$ cat config.mk
export PLATFORM = sky130hd
export DESIGN_NAME = cardinal_nic
export DESIGN_NICKNAME = d
export VERILOG_FILES = /design/src/rtl/cardinal_nic_pkg.sv /design/src/rtl/nic_chan_buf.sv /design/src/rtl/cardinal_nic.sv
export SDC_FILE = /design/constraint.sdc
export NUM_CORES = 1
export LEC_CHECK = 0
export CAP_MARGIN = 20
export CORE_MARGIN = 2
export CORE_UTILIZATION = 52
export CTS_CLUSTER_DIAMETER = 120
export DETAILED_ROUTE_END_ITERATION = 8
export PLACE_DENSITY = 0.85
export SLEW_MARGIN = 30
export SYNTH_ARGS = -nofsm -noshare
export SYNTH_HDL_FRONTEND = slang
export SYNTH_SLANG_ARGS = --single-unit
$ cat constraint.sdc
create_clock -name clk -period 15.88 [get_ports clk]
set_clock_uncertainty 0.2 [all_clocks]
set_input_delay 3.176 -clock clk [delete_from_list [all_inputs] [get_ports clk]]
set_output_delay 3.176 -clock clk [all_outputs]
set_load 0.02 [all_outputs]
$ cat src/rtl/cardinal_nic_pkg.sv
// cardinal_nic shared constants.
// Register map, data width and packet field positions.
package cardinal_nic_pkg;

  localparam int DATA_W = 64;

  localparam logic [1:0] NIC_IBUF  = 2'b00;
  localparam logic [1:0] NIC_ISTAT = 2'b01;
  localparam logic [1:0] NIC_OBUF  = 2'b10;
  localparam logic [1:0] NIC_OSTAT = 2'b11;

  localparam int PKT_VC_BIT = 0;

  // Status word: flag in the last (LSB) big-endian bit.
  function automatic logic [0:DATA_W-1] status_word(
    input logic flag
  );
    status_word = {{(DATA_W-1){1'b0}}, flag};
  endfunction

endpackage

$ cat src/rtl/nic_chan_buf.sv
// One-entry channel buffer.
// Data register plus full flag; caller gates load/unload.
module nic_chan_buf
  import cardinal_nic_pkg::*;
#(
  parameter int W = DATA_W
) (
  input  logic         clk,
  input  logic         reset,
  input  logic         load,
  input  logic         unload,
  input  logic [0:W-1] d,
  output logic [0:W-1] q,
  output logic         full
);

  // Capture on load; clear full on unload.
  always_ff @(posedge clk or posedge reset) begin
    if (reset) begin
      q    <= '0;
      full <= 1'b0;
    end else begin
      if (load) begin
        q <= d;
      end
      if (load) begin
        full <= 1'b1;
      end else if (unload) begin
        full <= 1'b0;
      end
    end
  end

endmodule

$ cat src/rtl/cardinal_nic.sv
// cardinal_nic: processor register window plus
// ring router inject/eject handshake.
module cardinal_nic
  import cardinal_nic_pkg::*;
(
  input  logic              clk,
  input  logic              reset,
  input  logic [1:0]        addr,
  input  logic [0:DATA_W-1] d_in,
  output logic [0:DATA_W-1] d_out,
  input  logic              nicEn,
  input  logic              nicWrEn,
  input  logic              net_si,
  output logic              net_ri,
  input  logic [0:DATA_W-1] net_di,
  output logic              net_so,
  input  logic              net_ro,
  output logic [0:DATA_W-1] net_do,
  input  logic              net_polarity
);

  logic              rd_en;
  logic              wr_en;
  logic              in_full;
  logic              out_full;
  logic              inject;
  logic              in_load;
  logic              in_unload;
  logic              out_load;
  logic [0:DATA_W-1] ibuf;
  logic [0:DATA_W-1] obuf;
  logic [0:DATA_W-1] rd_data;

  assign rd_en = nicEn & ~nicWrEn;
  assign wr_en = nicEn & nicWrEn;

  assign net_ri    = ~in_full;
  assign in_load   = net_si & ~in_full;
  assign in_unload = rd_en & (addr == NIC_IBUF)
                   & in_full;

  // Uses pre-edge out_full, so a write racing
  // an injection is dropped.
  assign out_load = wr_en & (addr == NIC_OBUF)
                  & ~out_full;
  assign inject   = out_full & net_ro
                  & (obuf[PKT_VC_BIT] == net_polarity);

  nic_chan_buf #(.W(DATA_W)) u_ibuf (
    .clk    (clk),
    .reset  (reset),
    .load   (in_load),
    .unload (in_unload),
    .d      (net_di),
    .q      (ibuf),
    .full   (in_full)
  );

  nic_chan_buf #(.W(DATA_W)) u_obuf (
    .clk    (clk),
    .reset  (reset),
    .load   (out_load),
    .unload (inject),
    .d      (d_in),
    .q      (obuf),
    .full   (out_full)
  );

  // Register read mux; output buffer reads as zero.
  always_comb begin
    rd_data = '0;
    unique case (1'b1)
      (addr == NIC_IBUF):  rd_data = ibuf;
      (addr == NIC_ISTAT): rd_data = status_word(in_full);
      (addr == NIC_OBUF):  rd_data = '0;
      (addr == NIC_OSTAT): rd_data = status_word(out_full);
      default:             rd_data = '0;
    endcase
  end

  // Registered read data; holds between reads.
  always_ff @(posedge clk or posedge reset) begin
    if (reset) begin
      d_out <= '0;
    end else if (rd_en) begin
      d_out <= rd_data;
    end
  end

  // One-cycle send pulse; net_do holds last packet.
  always_ff @(posedge clk or posedge reset) begin
    if (reset) begin
      net_so <= 1'b0;
      net_do <= '0;
    end else begin
      net_so <= inject;
      if (inject) begin
        net_do <= obuf;
      end
    end
  end

endmodule

### Word level (Yosys, flattened, before mapping)

Cells that the tools add are included.

* register bits after elaboration: 259
* bits of input ports: 137
* output and inout port bits: 130

* equality and inequality tests: 4
* muxes and demuxes: 5
* bitwise operators: 12
* reductions and logical operators: 3

Operators with widths (number)
* $pmux 64 s3: 1
* $and 1x1->1: 9
* $eq 2x2->1 const B: 2
* $mux 1: 4
* $reduce_bool 2->1: 2
* $not 1->1: 3
* $eq 2x1->1 const B: 1
* $logic_not 2->1: 1
* $eq 1x1->1: 1

### Logic depth before layout (Yosys ltp)

Gate-level depths: netlist of run 1.

* depth in word-level cells: 6
* mapped depth: 5

### Cells and area by module

From an unflattened synthesis of run 1, not the netlist that was laid out.

* cells, all modules: 569
* area total of the unflattened synthesis: 10217.3 µm²

By module, submodules not included
* nic_chan_buf: times used 2, cells each 139, area each 2618.8 µm², sequential area each 1626.6 µm²
* cardinal_nic: times used 1, cells each 291, area each 4979.8 µm², sequential area each 3228.1 µm²

### Worst setup path before layout of run 1

No wires, ideal clock.

* path kind: in2reg
* start point: input net_polarity
* end point: register net_do[20] in the netlist's numbering
* setup time: 0.125 ns
* data arrival time: 4.099 ns
* data required time: 15.555 ns
* slack: 11.456 ns
* stages: 5
* buffers on the path: 2
* cell sequence: xnor2_1 > and3_4 > buf_6 > buf_6 > mux2_2

* longest elaborated chain between the ends: 2

RTL lines
* start, declared: line cardinal_nic.sv:19 `input logic net_polarity`
* $eq 1x1->1: line cardinal_nic.sv:47 `& (obuf[PKT_VC_BIT] == net_polarity);`
* $and 1x1->1: line cardinal_nic.sv:47
* end signal, assigned: line cardinal_nic.sv:98 `net_do <= obuf;`
* end, declared: line cardinal_nic.sv:18 `output logic [0:DATA_W-1] net_do,`

No other way between the ends.
A chain may end at the register's enable or synchronous reset.

### Worst setup path in the final report of run 1

* start point: input addr[1]
* end point: register u_obuf.q[1] in the netlist's numbering

* longest elaborated chain between the ends: 3

RTL lines
* start, declared: line cardinal_nic.sv:8 `input logic [1:0] addr,`
* $eq 2x2->1
* $and 1x1->1: line cardinal_nic.sv:44 `assign out_load = wr_en & (addr == NIC_OBUF)`
* $and 1x1->1: line cardinal_nic.sv:45 `& ~out_full;`
* end signal, assigned: line nic_chan_buf.sv:20 `q <= '0;`
* end signal, assigned: line nic_chan_buf.sv:24 `q <= d;`
* end, declared: line nic_chan_buf.sv:13 `output logic [0:W-1] q,`

No other way between the ends.

==> results.txt, run 1 <==
worst skew pair latency = 0.51 ns
overall routing resource usage = 22.2%
Cells after Synth = 564
internal cell power = 1810 µW
Layout area overhead = 37.2%
Switch Pwr = 740 µW
crit-path max FO = 39
post-synthesis net count = 701
initial antenna violation count = 0
vias in the first global route = 6,342
Buffers on Ports = 266
status = complete, no violations
# rows = 50
Die X = 142 µm
CTS buffer count = 26
Critical Path RT = 16.07 ns
Starting Density = 52.8%
Max Slew Vio Count = 0
fin crit share = 34.6%
first-pass GRT wire length = 35,200 µm
syn_area_per_cell = 17.5 µm²
Max rail drop VDD = 0.0000908 V
Pwr Density = 189 mW/mm²
combinational share of power = 32.2%
H-tree depth = 1
setup_tns = 0 ns
endpoints failing hold = 0
DRC marker count from the first detailed-route iteration = 253
DRC = 0
layout cell share with drive strength beyond 1 = 28.9%
Syn Std Cell Area = 0.00985 mm²
Sw Ratio = 29.0%
Max clock buf depth = 3
P_leak = 0.00593 µW
Ant. Diodes = 0
routability cong. = 0.825
dpl hpwl = 14,600 µm
most frequent cells in the layout = clkdlybuf4s50_1 (266), dfrtp_1 (259), mux2_2 (130)
type of the most critical hold path = register to register
RSZ-0062 raised after global routing = no
clk sinks = 259
final antenna-violating net count = 0
Critical Path Sink Type = register
Max Cap Violations = 0
Worst R2R Setup Slack = 13.14 ns
full die area = 0.0201 mm²
Die Height = 142 µm
CTS clk-pin slew, worst paths = 0.06 ns
most common cell after layout, fill and taps aside = clkdlybuf4s50_1
routed wire length = 22,400 µm
slew margin rel. = 37.1%
final core utilization = 72.5%
CTS root buffer = clkbuf_16
#FFs+latches synth = 259
CTS tree = built
routed vias/inst = 5.39
Wirelength per Cell = 20.6 µm
largest net degree at the start of global routing = 108
kind of critical path = primary input to register
Inst Count DP = 1,037
sequential share of the synthesized area = 65.8%
Hold-fix buffers, CTS = 0
clock share of power = 24.8%
Synth cell types = 22
PostCTS Resize Cnt = 0
Achievable Freq = 182 MHz
DR vias = 5,853
Least-Margin Pin Slew = 0.943 ns
final layout net count = 969
postcts setup bufs = 0
power share of the sequential group = 42.9%
WP data arrival = 5.69 ns
final std cells w/o fill = 1,086
io pins = 267
setup violators final = 0
GR Overflow Total = 0
startpoint types = primary input
Tmin final = 5.50 ns
Syn. warnings = 0
Initial DRT Pass Iterations = 4
Core ar. = 0.0186 mm²
==> layout make-up <==
type / count / area, µm²
Inverter: 4 / 22.5
Tap cell: 234 / 293
Multi-Input combinational cell: 268 / 3080
Fill cell: 1147 / 5130
Clock buffer: 39 / 781
Sequential cell: 259 / 6480
Clock inverter: 9 / 124
Timing Repair Buffer: 273 / 2730
==> routing by layer <==
layer / global-route usage (%) / share of wire (%) / up-vias
li1: - / - / 2568
met1: 29.1 / 42 / 3016
met2: 36.3 / 47 / 231
met3: 7.19 / 8.9 / 38
met4: 5.21 / 2.1 / 0
met5: 0 / 0 / -
==> Yosys cell counts <==
master	number	area share (%)
dfrtp_1	259	66
mux2_2	130	15
a22o_1	63	5.6
mux2_4	60	9.1
buf_2	17	0.86
buf_12	6	1.2
buf_6	5	0.57
clkbuf_1	5	0.19
inv_1	4	0.15
mux2_1	3	0.34
a21oi_1	1	0.051
a221oi_1	1	0.089
and3_4	1	0.11
nand2b_1	1	0.064
nand4b_4	1	0.24
nor2_1	1	0.038
nor2_8	1	0.20
nor2b_1	1	0.064
nor3_4	1	0.17
o21bai_1	1	0.076
o22ai_1	1	0.064
xnor2_1	1	0.089
==> worst max-delay path, cell delays in order <==
cell	delay, ns
clkdlybuf4s50_1	0.63
nand4b_4	0.18
nor2_8	0.55
buf_4	0.71
mux2_2	0.40
==> cells by family (layout without fill, tap and decap cells) <==
logic type | count (synthesis) | in the layout | synth area share, %
AND/OR/NAND/NOR | 7 | 7 | 0.889
multiplexers | 193 | 193 | 24.3
buffers and inverters | 37 | 325 | 3.00
XOR/XNOR | 1 | 1 | 0.0889
flip-flops | 259 | 259 | 65.8
AO/OA/AOI/OAI | 67 | 67 | 5.88
==> metrics by stage <==
step           cell area [µm²]  power (µW)  setup WS, ns  hold WS, ns
2_1_floorplan             9850        1570          5.38        0.262
3_3_place_gp             12600        1880          9.92        0.268
3_5_place_dp             12600        1930          9.84        0.278
4_1_cts                  13500        2580         10.37        0.292
5_1_grt                  13500        2670         10.29        0.310
6_report                 13500        2550         10.38        0.291
==> sequential cells by signal, indices dropped and copies added (netlist names) <==
name,flops
net_do,64
u_obuf.full,1
net_so,1
u_ibuf.q,64
d_out,64
u_obuf.q,64
u_ibuf.full,1
==> power groups by stage <==
| stage | clock (µW) | combinational (µW) | sequential (µW) |
|---|---|---|---|
| 5_1_grt | 675 | 872 | 1130 |
| 4_1_cts | 646 | 833 | 1100 |
| 6_report | 634 | 824 | 1100 |
| 2_1_floorplan | 0 | 383 | 1190 |
| 3_3_place_gp | 0 | 798 | 1080 |
| 3_5_place_dp | 0 | 825 | 1100 |
==> worst paths after layout <==
| kind | to | cells past startpoint | startpoint |
|---|---|---|---|
| min in group asynchronous | net_do[62]$_DFFE_PP0P_ | 2 | reset |
| max in group asynchronous | u_ibuf.q[22]$_DFFE_PP0P_ | 3 | reset |
| hold reg to reg | d_out[11]$_DFFE_PP0P_ | 1 | u_ibuf.q[11]$_DFFE_PP0P_ |
| hold / removal | d_out[11]$_DFFE_PP0P_ | 1 | u_ibuf.q[11]$_DFFE_PP0P_ |
| setup reg to reg | u_obuf.q[1]$_DFFE_PP0P_ | 4 | u_obuf.full$_DFFE_PP0P_ |
| setup / recovery | u_obuf.q[1]$_DFFE_PP0P_ | 5 | addr[1] |
No activity file was read; power rests on OpenSTA's default activity.
==> run 2: changes to the inputs <==
- CORE_UTILIZATION: 52 -> 48
- PLACE_DENSITY: 0.85 -> 0.8
- clock period: 15.88 -> 5.4 ns (I/O delays scaled with it)
==> results.txt, run 2 (synthesized netlist as in run 1, its figures left out) <==
worst skew pair latency = 0.52 ns (was 0.51 ns)
family with the most delay on the worst path = buffers and inverters (unchanged)
crit-path cells = clkdlybuf4s50_1 -> nand4b_4 -> nor2_8 -> buf_4 -> mux2_4 (was clkdlybuf4s50_1 -> nand4b_4 -> nor2_8 -> buf_4 -> mux2_2)
layout cell share with drive strength beyond 1 = 30.0% (was 28.9%)
Max Cap Violations = 0 (unchanged)
io pins = 267 (unchanged)
CTS clk-pin slew, worst paths = 0.06 ns (about the same)
initial antenna violation count = 0 (unchanged)
endpoints failing hold = 0 (unchanged)
Starting Density = 48.8% (was 52.8%)
setup violators final = 0 (unchanged)
postcts setup bufs = 0 (unchanged)
type of the most critical hold path = register to register (unchanged)
routed vias/inst = 5.17 (was 5.39)
most frequent cells in the layout = clkdlybuf4s50_1 (266), dfrtp_1 (259), mux2_2 (130) (unchanged)
Critical Path RT = 5.60 ns (was 16.07 ns)
Wirelength per Cell = 19.8 µm (was 20.6 µm)
final core utilization = 68.0% (was 72.5%)
vias in the first global route = 6,432 (was 6,342)
CTS root buffer = clkbuf_16 (unchanged)
PostCTS Resize Cnt = 0 (unchanged)
routed wire length = 22,400 µm (about the same)
Hold-fix buffers, CTS = 0 (unchanged)
Inst Count DP = 1,076 (was 1,037)
# rows = 52 (was 50)
final layout net count = 974 (was 969)
CP max-delay cell = clkdlybuf4s50_1 (was buf_4)
placed inst area = 0.0127 mm² (was 0.0126 mm²)
Post-Place Worst Slack = 1.77 ns (was 9.84 ns)
full die area = 0.0217 mm² (was 0.0201 mm²)
H-tree depth = 1 (unchanged)
status = complete, no violations (unchanged)
Finished Cell Area = 0.0137 mm² (was 0.0135 mm²)
slew margin rel. = 36.6% (was 37.1%)
Ant. Diodes = 0 (unchanged)
Tmin final = 3.09 ns
startpoint types = primary input (unchanged)
WP data arrival = 3.29 ns (was 5.69 ns)
Critical path buffers and inverters = 2 (unchanged)
CTS buffer count = 27 (was 26)
final std cells w/o fill = 1,128 (was 1,086)
Die Height = 147 µm (was 142 µm)
DRC marker count from the first detailed-route iteration = 252 (was 253)
Core ar. = 0.0202 mm² (was 0.0186 mm²)
clk sinks = 259 (unchanged)
max incr delay on CP = 0.62 ns (was 0.71 ns)
final antenna-violating net count = 0 (unchanged)
final setup margin = 2.31 ns (was 10.38 ns)
Achievable Freq = 323 MHz
RSZ-0062 raised after global routing = no (unchanged)
Least-Margin Pin Slew = 0.951 ns (was 0.943 ns)
FILL cells = 1,335 (was 1,147)
first-pass GRT wire length = 36,200 µm (was 35,200 µm)
Critical Path Sink Type = register (unchanged)
largest net degree at the start of global routing = 105 (was 108)
overall routing resource usage = 20.9% (was 22.2%)
Max Slew Vio Count = 0 (unchanged)
fin crit share = 57.2%
P_leak = 0.00598 µW (was 0.00593 µW)
kind of critical path = primary input to register (unchanged)
Die X = 147 µm (was 142 µm)
routability cong. = 0.790 (was 0.825)
Buffers on Ports = 266 (unchanged)
crit-path max FO = 29 (was 39)
setup_tns = 0 ns (unchanged)
Initial DRT Pass Iterations = 4 (unchanged)
DRC = 0 (unchanged)
CTS tree = built (unchanged)
DR vias = 5,837 (was 5,853)
most common cell after layout, fill and taps aside = clkdlybuf4s50_1 (unchanged)
Pwr Density = 558 mW/mm² (was 189 mW/mm²)
Layout area overhead = 39.2% (was 37.2%)
dpl hpwl = 14,900 µm (was 14,600 µm)
Max rail drop VDD = 0.000306 V (was 0.0000908 V)
GR Overflow Total = 0 (unchanged)
Max clock buf depth = 3 (unchanged)
-- run 2: cell count changes in the layout (fill, tap and decap cells not counted) --
| cell | previous run | this run |
|---|---|---|
| buf_4 | 4 | 6 |
| clkbuf_1 | 6 | 1 |
| buf_8 | 0 | 1 |
| buf_12 | 0 | 4 |
| clkinv_4 | 0 | 2 |
| inv_8 | 1 | 0 |
| clkinvlp_4 | 0 | 6 |
| bufinv_16 | 3 | 5 |
| buf_6 | 3 | 0 |
| clkinv_2 | 5 | 3 |
-- run 2: worst paths after layout --
path | from | to | slack, ns | cells past startpoint
max in group asynchronous | reset | u_obuf.q[47]$_DFFE_PP0P_ | 3.19 | 4
max | addr[1] | u_obuf.q[25]$_DFFE_PP0P_ | 2.31 | 5
min in group asynchronous | reset | net_do[0]$_DFFE_PP0P_ | 0.72 | 2
min reg2reg | net_do[19]$_DFFE_PP0P_ | net_do[19]$_DFFE_PP0P_ | 0.29 | 1
max reg2reg | u_obuf.full$_DFFE_PP0P_ | u_obuf.q[25]$_DFFE_PP0P_ | 2.96 | 4
min | net_do[19]$_DFFE_PP0P_ | net_do[19]$_DFFE_PP0P_ | 0.29 | 1
-- run 2: layout make-up --
cell class	count	area, µm²	area share [%]
flip-flops and latches	259	6480	47.3
multi-input cells	268	3080	22.5
repair buffers	277	2800	20.4
clock buffers	34	762	5.56
well taps	270	338	2.46
clock inverters	16	229	1.67
inverters	4	18.8	0.137
-- run 2: through the flow --
step                      hold slack, ns  power (µW)
after floorplan                    0.262        4620
after global placement             0.270        5550
after detailed placement           0.273        5680
after CTS                          0.288        7730
after global routing               0.310        8030
final                              0.285        7650
-- run 2: per-layer routing --
metal / routed length (µm) / track usage, % / vias to the layer above / share of wire [%]
met5: 0 / 0 / - / 0
met4: 376 / 4.33 / 0 / 1.7
met3: 1990 / 6.89 / 26 / 8.9
met2: 10500 / 33.3 / 230 / 47
met1: 9550 / 28.3 / 2992 / 43
li1: - / - / 2589 / -
-- run 2: where the power goes --
group	internal (µW)	switching, µW
Combinational	1450	988
Clock	1240	760
Sequential	2750	465
Total	5440	2210
